--- src/rtl/mxint8_block_collector.sv ---
// Collects a serial MXINT8 stream (one E8M0 scale beat, then BLOCK_SIZE INT8 element beats)
// into a parallel block and presents it downstream over a valid/ready handshake.
module mxint8_block_collector #(
  parameter int unsigned ELEMENT_WIDTH = 8,
  parameter int unsigned SCALE_WIDTH   = 8,
  parameter int unsigned BLOCK_SIZE    = 32
) (
  input  logic                     clk,
  input  logic                     rst,
  input  logic                     i_valid,
  output logic                     o_ready,
  input  logic [ELEMENT_WIDTH-1:0] i_data,
  input  logic                     i_last,
  output logic                     o_valid,
  input  logic                     i_ready,
  output logic [SCALE_WIDTH-1:0]   o_scale,
  output logic [ELEMENT_WIDTH-1:0] o_mxint8_elements [0:BLOCK_SIZE-1],
  output logic                     o_frame_err
);

  localparam int unsigned CntWidth = $clog2(BLOCK_SIZE);
  localparam logic [CntWidth-1:0] CntLast = CntWidth'(BLOCK_SIZE - 1);

  typedef enum logic [1:0] {
    StScale,
    StElem,
    StFull
  } state_e;

  state_e                   r_state;
  logic [CntWidth-1:0]      r_cnt;
  logic                     r_frame_err;
  logic [SCALE_WIDTH-1:0]   r_scale;
  logic [ELEMENT_WIDTH-1:0] r_elems [0:BLOCK_SIZE-1];

  always_ff @(posedge clk) begin
    if (rst) begin
      r_state     <= StScale;
      r_cnt       <= '0;
      r_frame_err <= 1'b0;
      r_scale     <= '0;
      for (int i = 0; i < BLOCK_SIZE; i++) begin
        r_elems[i] <= '0;
      end
    end else begin
      r_frame_err <= 1'b0;
      unique case (r_state)
        StScale: begin
          // i_last on the scale beat carries no meaning and is ignored
          if (i_valid) begin
            r_scale <= i_data[SCALE_WIDTH-1:0];
            r_cnt   <= '0;
            r_state <= StElem;
          end
        end
        StElem: begin
          if (i_valid) begin
            r_elems[r_cnt] <= i_data;
            if (r_cnt == CntLast) begin
              // A missing last still completes the block, but is flagged
              r_state     <= StFull;
              r_frame_err <= ~i_last;
            end else if (i_last) begin
              r_state     <= StScale;
              r_cnt       <= '0;
              r_frame_err <= 1'b1;
            end else begin
              r_cnt <= r_cnt + 1'b1;
            end
          end
        end
        StFull: begin
          if (i_ready) begin
            r_state <= StScale;
          end
        end
        default: r_state <= StScale;
      endcase
    end
  end

  logic w_full;
  assign w_full = (r_state == StFull);

  assign o_ready           = ~w_full;
  assign o_valid           = w_full;
  assign o_scale           = r_scale;
  assign o_mxint8_elements = r_elems;
  assign o_frame_err       = r_frame_err;

endmodule

--- config.mk ---
export PLATFORM = sky130hd
export DESIGN_NAME = mxint8_block_collector
export DESIGN_NICKNAME = d
export VERILOG_FILES = /design/src/rtl/mxint8_block_collector.sv
export SDC_FILE = /design/constraint.sdc
export NUM_CORES = 1
export LEC_CHECK = 0
export CORE_MARGIN = 10
export CORE_UTILIZATION = 40
export CTS_CLUSTER_DIAMETER = 100
export DETAILED_ROUTE_END_ITERATION = 12
export GPL_TIMING_DRIVEN = 0
export PLACE_DENSITY = 0.66
export SYNTH_ARGS = -nofsm -noshare
export SYNTH_HDL_FRONTEND = slang
export SYNTH_SLANG_ARGS = --single-unit
--- constraint.sdc ---
create_clock -name clk -period 5.49 [get_ports clk]
set_input_delay 1.098 -clock clk [delete_from_list [all_inputs] [get_ports clk]]
set_output_delay 1.098 -clock clk [all_outputs]
set_load 0.05 [all_outputs]
==> flow_summary.yaml <==
final_layout:
  layout.cells.non_filler: 1812
  drive_gt1_frac: 0.07728
  seq_area_sq_um: 5445
  diodes: 0
  area_delta_synth_final_pct: 41.20
  n_fill_cell: 2280
  mostFrequentLayoutCell: "nand2_1"
  fin_area_sq_um: 14200
  final_cell_mix: "353 x nand2_1, 278 x clkdlybuf4s50_1, 272 x dfxtp_1, 162 x a21oi_1, 99 x nand3b_1"
  fin_util: 0.5789
  multi_input_comb_area_sq_um: 4170
  nNetsFinal: 1488
hold_path:
  min_path_type: "reg -> reg"
synth:
  synth_cell_type_count: 40
  syn-cell-area_sq_um: 10060
  synth_edf_count: 0
  synth-compound-area-share: 0.1347
  synth_seq_area_share: 0.5414
  yosysTopAreaCell: "dfxtp_1"
  postSynth.asyncResetShare: 0
  synth_top_family_by_area: "simple AND/OR/NAND/NOR gates"
  avgSynthCellArea_sq_um: 8.671
  synth-main-ff-cell: "dfxtp_1"
  synth_fp_nets: 1179
  synth.area.top_cells: "dfxtp_1 54%, nand2_1 13%, a21oi_1 8.1%"
  synth-xor-area-share: 0
  synth_seq_cells: 272
  synth_warnings: 0
  synthMuxAreaShare: 0.008956
  syn_inst: 1160
  yosysTopAreaCellShare: 0.5414
  synthSimpleGateAreaFrac: 0.2635
  synth_fa_ha_area_frac: 0.007464
global_route:
  antenna_found_initial: 0
  grt_pass1_vias: 8799
  grt.total_usage: 0.2145
  grt_pass1_wl_um: 53580
  grt_max_degree: 15
  grt_remaining_overflow: 0
critical_path:
  worstPathArrival_ns: 2.19
  start_kind: "flop"
  cp_max_fo: 7
  endpoint_kind: "primary output"
  cp.required_ns: 4.39
  path_class: "reg -> out"
floorplan:
  die_h_um: 178.6
  start_util: 0.4100
  core_sq_um: 24530
  design.die.area_sq_um: 31890
  die_w_um: 178.6
  placementRows: 57
  ios: 280
timing:
  fin_ws_ns: 2.199
  max_slew_margin: 0.4428
  hold_slack_ns: 0.4518
  final.min_clock_period_ns: 3.291
  worst_slew_pin_slew_ns: 0.8357
  finalSetupViolations: 0
  fmax_mhz: 303.9
  rsz0062_at_grt: "false"
  final_hold_viol_count: 0
  report.final.slew_viol_count: 0
  fin_skew_ns: 0.01109
  final.setup.tns_ns: 0
  min_period_over_period: 0.5994
drt:
  ant_nets: 0
  drc: 0
  vias: 9229
  drt_iter0_drc: 600
  wl_per_cell_um: 19.82
  viasPerCell: 5.093
  first_pass_iters: 5
  totalWireLength_um: 35920
clocking:
  clkTransAtPathRegs_ns: 0.06
  clock-sinks: 272
  clockRootBuffer: "clkbuf_16"
  clk-insertion-delay-late_ns: 0.55
  cts_setup_buffers: 0
  holdBufCountCts: 0
  cts_tree: "yes"
  cts_buffers: 29
  clock_path_buffers: 3
  cts_resized: 0
  cts-htree-levels: 1
power:
  max-vdd-ir-drop_v: 0.0002879
  p_per_area_nw_per_um2: 290.4
  p_leak_nw: 4.749
  p_total_mw: 4.125
placed_design:
  numPlacedInstances: 1762
  post_dp_cell_area_sq_um: 13250
  io_buffers: 278
  gp_congestion: 0.8226
  dp_slack_ns: 2.473
  place_hpwl_um: 25970
status:
  status: "finished, final reports clean"
job:
  maxCapViolCount: 0
## Yosys cell counts, types with 3 or more instances
library cell / number
a21oi_1: 162
and3b_1: 4
buf_2: 9
buf_4: 4
buf_6: 11
clkbuf_1: 51
dfxtp_1: 272
ha_1: 6
inv_1: 5
mux2i_1: 9
nand2_1: 353
nand2b_1: 8
nand3b_1: 99
nand4b_4: 4
nor2_1: 15
nor2_2: 20
nor3b_2: 3
o21ai_0: 83
o21ai_1: 15
## flip-flops by register name (all words and copies together), names as in the netlist
signal and count:
o_frame_err 1, r_cnt 5, r_state 2, o_scale 8, o_mxint8_elements 256
## critical path, stage by stage (launching register included)
cell and delay (ns):
dfxtp_1 0.47, and2b_2 0.28, inv_1 0.09, clkdlybuf4s50_1 0.81
## path summary, 6_finish.rpt
path,from,end,slack (ns),cells past startpoint
worst max-delay path,r_state[0]$_SDFFE_PP0P_,o_ready,2.20,3
worst max register to register,r_cnt[3]$_SDFFE_PP0P_,r_state[1]$_SDFFE_PP0P_,3.37,9
worst min-delay path,o_mxint8_elements[40]$_SDFFE_PP0P_,o_mxint8_elements[40]$_SDFFE_PP0P_,0.45,2
worst min register to register,o_mxint8_elements[40]$_SDFFE_PP0P_,o_mxint8_elements[40]$_SDFFE_PP0P_,0.45,2
## report_power, final
| group | switching (mW) | internal [mW] |
|---|---|---|
| sequential | 0.00561 | 1.98 |
| combinational | 0.134 | 0.0547 |
| clock | 0.787 | 1.16 |
| total | 0.926 | 3.20 |
## area by class of cell
type | count | area share
well taps | 324 | 0.02854
clock inverters | 10 | 0.007664
multi-input cells | 806 | 0.2936
repair buffers | 278 | 0.1959
plain buffers | 77 | 0.02987
inverters | 5 | 0.001321
flip-flops and latches | 272 | 0.3834
clock buffers | 40 | 0.05964
## metal layers
metal / GRT usage / up-vias / wire length [um]
met5: 0 / - / 0
met4: 0.06579 / 0 / 1091
met3: 0.04144 / 58 / 2642
met2: 0.3440 / 303 / 16430
met1: 0.2859 / 4377 / 15750
li1: - / 4491 / -
## cells by family after synthesis
family                     Yosys count
DFF                                272
adders and majority gates            6
AOI/OAI and AO/OA                  265
muxes                                9
buffers and inverters               82
and+or+nand+nor                    526
(Power assumes the default switching activity.)
